`src/rtl/input_buffer_mc.sv`:
```
// input_buffer_mc: circular trace input buffer that replays each queued
// N-lane vector once per active filter chain, with valid/ready backpressure,
// a stored EOF bit, runtime chain-count configuration and occupancy/overflow
// status.
// Optional feature: define IB_DROP_COUNT_EN to add a saturating 16-bit
// drop_count output that counts enqueues discarded because the queue was full.
module input_buffer_mc #(
  parameter int N                = 8,
  parameter int DATA_WIDTH       = 32,
  parameter int IB_DEPTH         = 4,
  parameter int MAX_CHAINS       = 4,
  parameter int INITIAL_FIRMWARE = 1,
  parameter int CONFIG_ID        = 0
) (
  input  logic                            clk,
  input  logic                            rst_n,
  input  logic                            enqueue,
  input  logic                            eof_in,
  input  logic                            tracing,
  input  logic [7:0]                      configId,
  input  logic [7:0]                      configData,
  input  logic [N*DATA_WIDTH-1:0]         vector_in,
  input  logic                            ready_in,
  output logic                            valid_out,
  output logic                            eof_out,
  output logic [N*DATA_WIDTH-1:0]         vector_out,
  output logic [$clog2(MAX_CHAINS)-1:0]   chainId_out,
  output logic                            full,
  output logic                            empty,
  output logic [$clog2(IB_DEPTH):0]       occupancy,
  output logic                            overflow
`ifdef IB_DROP_COUNT_EN
  ,
  output logic [15:0]                     drop_count
`endif
);

  localparam int VW = N * DATA_WIDTH;
  localparam int PW = $clog2(IB_DEPTH);
  localparam int CW = $clog2(MAX_CHAINS);

  // Reset value of the chain count, with the same clamp applied to runtime writes.
  localparam int INIT_CHAINS = (INITIAL_FIRMWARE < 1) ? 1 :
                               ((INITIAL_FIRMWARE > MAX_CHAINS) ? MAX_CHAINS : INITIAL_FIRMWARE);

  localparam logic [CW:0] INIT_CHAINS_L = (CW+1)'(INIT_CHAINS);
  localparam logic [CW:0] MAX_CHAINS_L  = (CW+1)'(MAX_CHAINS);
  localparam logic [PW:0] DEPTH_L       = (PW+1)'(IB_DEPTH);
  localparam logic [7:0]  CFG_ID_L      = 8'(CONFIG_ID);

  // Chain count clamp: zero chains is meaningless, and more than the hardware
  // supports cannot be addressed by chainId_out.
  function automatic logic [CW:0] clampChains(input logic [7:0] raw);
    logic [CW:0] res;
    res = (CW+1)'(1);
    if (raw == 8'd0) begin
      res = (CW+1)'(1);
    end else if (int'(raw) > MAX_CHAINS) begin
      res = MAX_CHAINS_L;
    end else begin
      res = raw[CW:0];
    end
    return res;
  endfunction

  // Storage: each entry carries its EOF bit in the MSB above the vector.
  logic [VW:0]   mem_q [IB_DEPTH];

  logic [PW-1:0] wrPtr_q, wrPtr_d;
  logic [PW-1:0] rdPtr_q, rdPtr_d;
  logic [PW:0]   occ_q, occ_d;
  logic          wrSeen_q;

  logic [CW:0]   numChains_q, numChains_d;
  logic [CW:0]   curChains_q, curChains_d;

  logic          outValid_q, outValid_d;
  logic          outEof_q, outEof_d;
  logic [VW-1:0] outVec_q, outVec_d;
  logic [CW-1:0] outChain_q, outChain_d;

  logic          overflow_q, overflow_d;

  logic          isFull;
  logic          accept;
  logic          drop;
  logic          beatAccept;
  logic          lastBeat;
  logic          pop;
  logic [PW:0]   visibleCnt;
  logic [PW-1:0] rdPtrNext;
  logic [VW:0]   headEntry;
  logic [VW:0]   nextEntry;

  // Handshake decode; full comes from the registered occupancy, so a pop in
  // the same cycle never makes room for a write.
  always_comb begin
    isFull     = (occ_q == DEPTH_L);
    accept     = enqueue & tracing & ~isFull;
    drop       = enqueue & tracing & isFull;
    beatAccept = outValid_q & ready_in;
    lastBeat   = ({1'b0, outChain_q} == (curChains_q - 1'b1));
    pop        = beatAccept & lastBeat;
    rdPtrNext  = rdPtr_q + 1'b1;
    headEntry  = mem_q[rdPtr_q];
    nextEntry  = mem_q[rdPtrNext];
    // An entry written on the last edge is hidden from the read side for one
    // cycle; this gives the two-edge write-to-output latency with no bypass.
    visibleCnt = occ_q - {{PW{1'b0}}, wrSeen_q};
  end

  // Queue storage is written only on accept; reset discards entries by
  // clearing the pointers, so the array itself needs no reset.
  always_ff @(posedge clk) begin
    if (accept) begin
      mem_q[wrPtr_q] <= {eof_in, vector_in};
    end
  end

  // Write pointer and occupancy bookkeeping.
  always_comb begin
    wrPtr_d = wrPtr_q;
    occ_d   = occ_q;
    if (accept) begin
      wrPtr_d = wrPtr_q + 1'b1;
    end
    if (accept && !pop) begin
      occ_d = occ_q + 1'b1;
    end else if (!accept && pop) begin
      occ_d = occ_q - 1'b1;
    end
  end

  // Output register: loads a fresh head when idle, steps the chain index on
  // each accepted beat, and retires the entry after its final chain.
  always_comb begin
    outValid_d  = outValid_q;
    outEof_d    = outEof_q;
    outVec_d    = outVec_q;
    outChain_d  = outChain_q;
    curChains_d = curChains_q;
    rdPtr_d     = rdPtr_q;
    if (!outValid_q) begin
      if (visibleCnt != '0) begin
        outValid_d  = 1'b1;
        outEof_d    = headEntry[VW];
        outVec_d    = headEntry[VW-1:0];
        outChain_d  = '0;
        curChains_d = numChains_q;
      end
    end else if (beatAccept) begin
      if (!lastBeat) begin
        outChain_d = outChain_q + 1'b1;
      end else begin
        rdPtr_d = rdPtrNext;
        if (visibleCnt > (PW+1)'(1)) begin
          outEof_d    = nextEntry[VW];
          outVec_d    = nextEntry[VW-1:0];
          outChain_d  = '0;
          curChains_d = numChains_q;
        end else begin
          outValid_d = 1'b0;
        end
      end
    end
  end

  // Chain-count configuration is only accepted outside tracing; the sticky
  // overflow flag latches any enqueue that found the queue full.
  always_comb begin
    numChains_d = numChains_q;
    overflow_d  = overflow_q;
    if (!tracing && (configId == CFG_ID_L)) begin
      numChains_d = clampChains(configData);
    end
    if (drop) begin
      overflow_d = 1'b1;
    end
  end

  // Queue pointers, occupancy and the write-visibility delay flag.
  always_ff @(posedge clk or negedge rst_n) begin
    if (!rst_n) begin
      wrPtr_q  <= '0;
      rdPtr_q  <= '0;
      occ_q    <= '0;
      wrSeen_q <= 1'b0;
    end else begin
      wrPtr_q  <= wrPtr_d;
      rdPtr_q  <= rdPtr_d;
      occ_q    <= occ_d;
      wrSeen_q <= accept;
    end
  end

  // Output beat register and the chain count latched for the entry in flight.
  always_ff @(posedge clk or negedge rst_n) begin
    if (!rst_n) begin
      outValid_q  <= 1'b0;
      outEof_q    <= 1'b0;
      outVec_q    <= '0;
      outChain_q  <= '0;
      curChains_q <= INIT_CHAINS_L;
    end else begin
      outValid_q  <= outValid_d;
      outEof_q    <= outEof_d;
      outVec_q    <= outVec_d;
      outChain_q  <= outChain_d;
      curChains_q <= curChains_d;
    end
  end

  // Configuration and sticky status registers.
  always_ff @(posedge clk or negedge rst_n) begin
    if (!rst_n) begin
      numChains_q <= INIT_CHAINS_L;
      overflow_q  <= 1'b0;
    end else begin
      numChains_q <= numChains_d;
      overflow_q  <= overflow_d;
    end
  end

`ifdef IB_DROP_COUNT_EN
  logic [15:0] dropCnt_q, dropCnt_d;

  // Saturating count of enqueues discarded while full.
  always_comb begin
    dropCnt_d = dropCnt_q;
    if (drop && (dropCnt_q != 16'hFFFF)) begin
      dropCnt_d = dropCnt_q + 16'd1;
    end
  end

  // Drop counter register.
  always_ff @(posedge clk or negedge rst_n) begin
    if (!rst_n) begin
      dropCnt_q <= '0;
    end else begin
      dropCnt_q <= dropCnt_d;
    end
  end

  assign drop_count = dropCnt_q;
`endif

  assign valid_out   = outValid_q;
  assign eof_out     = outEof_q;
  assign vector_out  = outVec_q;
  assign chainId_out = outChain_q;
  assign full        = isFull;
  assign empty       = (occ_q == '0);
  assign occupancy   = occ_q;
  assign overflow    = overflow_q;

endmodule

```
`config.mk`:
```
export PLATFORM = sky130hd
export DESIGN_NAME = input_buffer_mc
export DESIGN_NICKNAME = d
export VERILOG_FILES = /design/src/rtl/input_buffer_mc.sv
export SDC_FILE = /design/constraint.sdc
export NUM_CORES = 2
export LEC_CHECK = 0
export ABC_AREA = 1
export CORE_AREA = 2 2 357 359
export DETAILED_ROUTE_END_ITERATION = 10
export DIE_AREA = 0 0 359 361
export GPL_TIMING_DRIVEN = 1
export PLACE_DENSITY = 0.73
export SLEW_MARGIN = 20
export SYNTH_ARGS = -nofsm -noshare
export SYNTH_HDL_FRONTEND = slang
export SYNTH_SLANG_ARGS = --single-unit
export TNS_END_PERCENT = 5
```
`constraint.sdc`:
```
create_clock -name clk -period 12.07 [get_ports clk]
set_clock_uncertainty 0.15 [all_clocks]
set_input_delay 3.621 -clock clk [delete_from_list [all_inputs] [get_ports clk]]
set_output_delay 3.621 -clock clk [all_outputs]
set_load 0.005 [all_outputs]
```
### Word level (Yosys, flattened, before mapping)

Memories as Yosys holds them, arrays and structs flattened.
Index checks and enable logic that the tools add are counted.

| word-level totals | value |
|---|---|
| memories | 1 |
| latch bits | 0 |
| output and inout bits | 266 |
| RAM bits | 1028 |
| ROM bits | 0 |
| bits in registers | 275 |

| operators by class | value |
|---|---|
| add/sub/neg operators | 7 |
| muxes and demuxes | 31 |
| multiply operators | 0 |
| $lt $le $gt $ge | 2 |
| reduce and logical (&&, ||, !) cells | 15 |
| eq/ne operators | 6 |
| divide/modulo/power cells | 0 |
| shift-type cells | 0 |
| bitwise logic cells | 6 |

Memories:

| memory | depth | bits a word | read ports | clocked after memory_dff | wr ports | RTL line | RTL |
|---|---|---|---|---|---|---|---|
| mem_q | 4 | 257 | 2 | 0 | 1 | 67 | `logic [VW:0] mem_q [IB_DEPTH];` |

Operators by type and width:

| kind | count |
|---|---|
| 2-to-1 mux 256 bit | 5 |
| 2-to-1 mux 3 bit | 9 |
| zero test 8 bit | 2 |
| 2-to-1 mux 1 bit | 12 |
| 2-to-1 mux 2 bit | 5 |
| > comparator 8 x 3 -> 1 bit (second input constant) | 1 |
| adder 2 x 1 -> 2 bit (second input constant) | 3 |
| != test 2 x 1 -> 1 bit (second input constant) | 3 |
| AND reduction 3 bit | 2 |
| subtractor 3 x 1 -> 3 bit (second input constant) | 2 |
| bitwise AND 1 bit | 5 |
| AND reduction 4 bit | 1 |
| nonzero test 2 bit | 2 |
| adder 3 x 1 -> 3 bit (second input constant) | 1 |
| == test 2 x 3 -> 1 bit | 1 |
| == test 3 bit (second input constant) | 1 |
| > comparator 3 x 1 -> 1 bit (second input constant) | 1 |
| logical AND 1 bit | 3 |
| zero test 1 bit | 3 |
| zero test 3 bit | 1 |
| != test 3 x 2 -> 1 bit (second input constant) | 1 |
| nonzero test 3 bit | 1 |
| subtractor 3 x 1 -> 3 bit | 1 |
| NOT 1 bit | 1 |

### Logic depth before layout (Yosys ltp)

| logic depth | value |
|---|---|
| depth after elaboration | 7 |
| mapped depth | 14 |
| depth with buffers taken out | 14 |

### Least setup slack after synthesis

Ideal clock, no wire load.

| timing path | value |
|---|---|
| kind | input to register |
| start | in enqueue |
| end | mem mem_q[0][0] (netlist name) (enable) |
| buffers on the path | 0 |
| data required time | 11.039 ns |
| setup slack | -3.463 ns |
| setup time | 0.881 ns |
| cell stages on the path | 4 |
| data arrival time | 14.502 ns |
| path through | nand2_1 > inv_1 > nand2_1 > nor2_1 |

| between the ends | value |
|---|---|
| cells in the longest elaborated chain, start to end | 4 |

Ends and longest elaborated chain:

| element | RTL line | RTL |
|---|---|---|
| start: declaration | 17 | `input logic enqueue,` |
| bitwise AND 1 bit (2 in a row) | 99 | `accept = enqueue & tracing & ~isFull;` |
| 2-to-1 mux 1 bit | 115 | `if (accept) begin` |
| 2-to-1 mux 1 bit (implied by the code) | 116 | `mem_q[wrPtr_q] <= {eof_in, vector_in};` |
| end: declaration | 67 |  |

Every way passes these cells.

### Final worst setup path

| timing path | value |
|---|---|
| start | reg outValid_q (netlist: valid_out) |
| end | out valid_out |

RTL lines:

| element | RTL line | RTL |
|---|---|---|
| start: declaration | 77 | `logic outValid_q, outValid_d;` |
| start signal: assignment | 205 | `outValid_q <= outValid_d;` |
| end: declaration | 24 | `output logic valid_out,` |

No word-level cell between the ends.

==> impl_results.html <==
<table>
<tr><th>Metric</th><th>Value</th></tr>
<tr><th colspan="2">Run status</th></tr>
<tr><td>Outcome</td><td>finished clean</td></tr>
<tr><th colspan="2">Power and ir drop</th></tr>
<tr><td>Sw Pwr</td><td>2.613 mW</td></tr>
<tr><td>Int Power</td><td>8.083 mW</td></tr>
<tr><td>Share of total power consumed by net switching</td><td>24.43%</td></tr>
<tr><td>Reg power frac</td><td>50.6%</td></tr>
<tr><td>Portion of total power attributed to combinational logic</td><td>9.2%</td></tr>
<tr><td>Static power due to leakage</td><td>32.50 nW</td></tr>
<tr><td>Clock power share</td><td>40.2%</td></tr>
<tr><td>Power per cell area</td><td>146.8 nW/um2</td></tr>
<tr><td>Largest voltage drop on the vdd net</td><td>0.1339 mV</td></tr>
<tr><th colspan="2">Setup path</th></tr>
<tr><td>Register-to-register setup slack</td><td>6.73 ns</td></tr>
<tr><td>Bufs and invs on worst path</td><td>1</td></tr>
<tr><td>Highest cell delay on the worst timing path</td><td>0.75 ns</td></tr>
<tr><td>Crit path launch type</td><td>flip-flop</td></tr>
<tr><td>Number of logic stages on the critical path including buffering</td><td>1</td></tr>
<tr><td>Worst reg2reg path endpoint</td><td>vector_out[9]</td></tr>
<tr><td>End of the critical path</td><td>valid_out</td></tr>
<tr><td>Cell depth of the worst flop-to-flop path</td><td>12</td></tr>
<tr><td>Endpoint arrival time on the critical path</td><td>2.13 ns</td></tr>
<tr><td>Startpoint of the worst setup timing path</td><td>valid_out</td></tr>
<tr><td>Crit-path cells</td><td>clkdlybuf4s50_1</td></tr>
<tr><td>Setup crit end kind</td><td>output port</td></tr>
<tr><td>Cell family with most CP delay</td><td>flip-flops</td></tr>
<tr><td>Critical R2R Launch</td><td>rdPtr_q[0]</td></tr>
<tr><td>Slowest cell on the critical path</td><td>dfrtp_4</td></tr>
<tr><td>Required time of the critical path</td><td>8.30 ns</td></tr>
<tr><td>Critical Path Fanout Max</td><td>32</td></tr>
<tr><td>Critical path class</td><td>reg2out</td></tr>
<tr><th colspan="2">Route</th></tr>
<tr><td>Length of the first detailed-routing pass in iterations</td><td>6</td></tr>
<tr><td>Iter 0 DRT Violations</td><td>5117</td></tr>
<tr><td>Per-cell routed wire length</td><td>18.81 um</td></tr>
<tr><td>Detailed-route via count</td><td>51740</td></tr>
<tr><td>Mean number of vias per cell</td><td>5.530</td></tr>
<tr><td>Remaining antenna violation count after routing</td><td>0</td></tr>
<tr><td>Post-route DRC violation count</td><td>0</td></tr>
<tr><td>Routed Wire Length</td><td>176000 um</td></tr>
<tr><th colspan="2">Clock network</th></tr>
<tr><td>H-tree levels</td><td>4</td></tr>
<tr><td>Maximum clock path buffer count</td><td>3</td></tr>
<tr><td>CTS Buf Count</td><td>140</td></tr>
<tr><td>Clock tree from TritonCTS</td><td>done</td></tr>
<tr><td>Clock transition at the registers of the reported paths</td><td>0.06 ns</td></tr>
<tr><td>Clock sink count</td><td>1303</td></tr>
<tr><td>Root buffer cell</td><td>clkbuf_16</td></tr>
<tr><td>Clock latency on the worst-skew pair</td><td>0.77 ns</td></tr>
<tr><td>Post-CTS Hold Fix Bufs</td><td>0</td></tr>
<tr><td>Number of post-CTS setup repair buffers</td><td>0</td></tr>
<tr><td>Number of resized instances in the post-cts repair step</td><td>0</td></tr>
<tr><th colspan="2">Final layout</th></tr>
<tr><td>Final net count</td><td>7851</td></tr>
<tr><td>Highest-count cells in the layout ignoring fill and taps</td><td>nand2_1, nand3_1, edfxtp_1, clkdlybuf4s50_1, dfrtp_1</td></tr>
<tr><td>Commonest non-fill, non-tap cell in the layout</td><td>nand2_1</td></tr>
<tr><td>Number of inserted filler cells in the final layout</td><td>10380</td></tr>
<tr><td>Post-layout util</td><td>58.11%</td></tr>
<tr><td>Layout Area Growth over Synthesis</td><td>16.83%</td></tr>
<tr><td>Ratio of cells with drive above 1 in the final layout</td><td>3.749%</td></tr>
<tr><td>Final standard cell count with taps included and fillers excluded</td><td>9357</td></tr>
<tr><th colspan="2">STA</th></tr>
<tr><td>Setup TNS Final</td><td>0 ns</td></tr>
<tr><td>Measured slew at the worst slew-check pin</td><td>1.121 ns</td></tr>
<tr><td>RSZ-0062 raised after global routing</td><td>false</td></tr>
<tr><td>Hold_ws</td><td>0.3176 ns</td></tr>
<tr><td>Tightest slew margin relative to the limit</td><td>24.70%</td></tr>
<tr><td>Final setup violation count</td><td>0</td></tr>
<tr><td>Ratio of final minimum period to clock period</td><td>48.90%</td></tr>
<tr><td>Worst Slack Setup Final</td><td>6.168 ns</td></tr>
<tr><td>Max Freq</td><td>0.1694 GHz</td></tr>
<tr><td>Number of endpoints with negative hold slack in the final report</td><td>0</td></tr>
<tr><td>Post-layout minimum cycle time</td><td>5.902 ns</td></tr>
<tr><td>Fin. max-slew vios</td><td>0</td></tr>
<tr><th colspan="2">Placed design</th></tr>
<tr><td>IO Port Bufs</td><td>543</td></tr>
<tr><td>Detail Placement HPWL</td><td>95580 um</td></tr>
<tr><td>Final Wtd Congestion</td><td>0.7880</td></tr>
<tr><td>Worst slack after detailed placement</td><td>5.533 ns</td></tr>
<tr><td>Count of placed standard cells including taps</td><td>9072</td></tr>
<tr><th colspan="2">Synthesis</th></tr>
<tr><td>Leading register cell type out of synthesis</td><td>edfxtp_1</td></tr>
<tr><td>Share of synthesized flip-flops with an asynchronous set or reset</td><td>21.11%</td></tr>
<tr><td>Net count after synthesis</td><td>7593</td></tr>
<tr><td>Number of warnings printed during yosys synthesis</td><td>0</td></tr>
<tr><td>Distinct cell type count after synthesis</td><td>30</td></tr>
<tr><td>Gate Count Post-Synth</td><td>7306</td></tr>
<tr><td>Number of enable flip-flop cells after synthesis</td><td>1028</td></tr>
<tr><td>Post-synthesis sequential area ratio</td><td>60.53%</td></tr>
<tr><td>Average size of a mapped cell</td><td>8.537 um2</td></tr>
<tr><td>Synth Cell Area</td><td>62370 um2</td></tr>
<tr><td>Synthesized flop and latch total</td><td>1303</td></tr>
<tr><th colspan="2">Floorplan</th></tr>
<tr><td>Core Region</td><td>125400 um2</td></tr>
<tr><td>Full die area</td><td>129600 um2</td></tr>
<tr><td>Starting utilization of the core area</td><td>49.73%</td></tr>
<tr><td>Die extent in x</td><td>359 um</td></tr>
<tr><td>I/O pin cnt</td><td>544</td></tr>
<tr><td>Number of placement rows</td><td>130</td></tr>
<tr><td>Y dimension of the die</td><td>361 um</td></tr>
<tr><th colspan="2">GRT</th></tr>
<tr><td>GR Util All Layers</td><td>26.63%</td></tr>
<tr><td>Pin count of the biggest net entering global routing</td><td>239</td></tr>
<tr><td>Vias in the first global route</td><td>50020</td></tr>
<tr><td>First-pass GRT wire length</td><td>271300 um</td></tr>
<tr><td>Antenna violations before repair</td><td>37</td></tr>
<tr><td>Total congestion overflow</td><td>0</td></tr>
<tr><th colspan="2">Min path</th></tr>
<tr><td>Path type of the worst min-delay path</td><td>reg2reg</td></tr>
<tr><th colspan="2">Job</th></tr>
<tr><td>Count of max-cap constraint violations</td><td>0</td></tr>
</table>
==> routing by layer <==
layer	up-vias	GRT usage [%]	share of wire (%)	routed length, um
met5	-	0	0.14	252
met1	24540	32.16	38	67330
met3	555	6.318	9.4	16620
li1	24260	-	-	-
met4	40	13.46	4.0	7016
met2	2343	44.70	48	84820
==> worst min path at each step <==
stage	from	endpoint	cells after the start
after floorplan	curChains_q[1]	curChains_q[1]	2
after global placement	vector_out[99]	vector_out[99]	2
after detailed placement	vector_out[132]	vector_out[132]	2
after CTS	vector_out[132]	vector_out[132]	2
after global routing	vector_out[96]	vector_out[96]	2
final	vector_out[104]	vector_out[104]	2
==> metrics by stage <==
stage	total power, mW	cell area, um2
2_1_floorplan	6.211	62370
5_1_grt	11.08	72850
3_3_place_gp	6.442	68170
3_5_place_dp	6.487	68170
4_1_cts	10.77	72790
6_report	10.70	72870
==> registers in the layout, summed over array words and instances, names as in the netlist <==
register,cells
wrPtr_q,2
chainId_out,2
overflow,1
wrSeen_q,1
eof_out,1
vector_out,256
curChains_q,3
mem_q,1028
valid_out,1
numChains_q,3
rdPtr_q,2
occupancy,3
==> logic make-up after synthesis <==
| kind of cell | share of synthesized area, % |
|---|---|
| and+or+nand+nor | 35.07 |
| DFF | 60.53 |
| buffers and inverters | 4.036 |
| AOI/OAI and AO/OA | 0.1003 |
| adders and majority gates | 0.1926 |
| xor gates and xnor gates | 0.07022 |
==> area by class of cell <==
cell class / instances / area, um2 / share of cell area [%]
Tap cell: 1650 / 2064 / 2.833
Timing Repair Buffer: 599 / 6047 / 8.299
Sequential cell: 1303 / 37770 / 51.83
Antenna cell: 25 / 62.56 / 0.08585
Multi-Input combinational cell: 5492 / 22170 / 30.43
Inverter: 28 / 127.6 / 0.1751
Clock buffer: 198 / 3958 / 5.431
Clock inverter: 62 / 670.6 / 0.9203
==> cells in the mapped netlist, types with 8 or more instances <==
| cell type | instances | area [um2] |
|---|---|---|
| buf_6 | 25 | 281.5 |
| buf_1 | 26 | 97.59 |
| nand3_1 | 1035 | 5180 |
| buf_2 | 275 | 1376 |
| nor2_1 | 20 | 75.07 |
| dfrtp_1 | 273 | 6832 |
| buf_4 | 15 | 112.6 |
| clkbuf_1 | 139 | 521.8 |
| edfxtp_1 | 1028 | 30870 |
| nand2_1 | 4398 | 16510 |
| inv_1 | 22 | 82.58 |
| ha_1 | 8 | 100.1 |
==> power groups by stage <==
stage          Clock [mW]  Sequential (mW)  Combinational, mW
2_1_floorplan           0             5.63              0.578
3_3_place_gp            0             5.48              0.961
3_5_place_dp            0             5.50              0.987
4_1_cts              4.37             5.41              0.992
5_1_grt              4.54             5.45               1.10
6_report             4.30             5.41              0.986
==> worst reg2reg max path: cells and delay by family, from the launching register on <==
kind	cells	cell delay, ns
simple gates	8	0.79
buf+inv	4	3.48
flops	1	0.85
No activity file was read; power rests on OpenSTA's default activity.
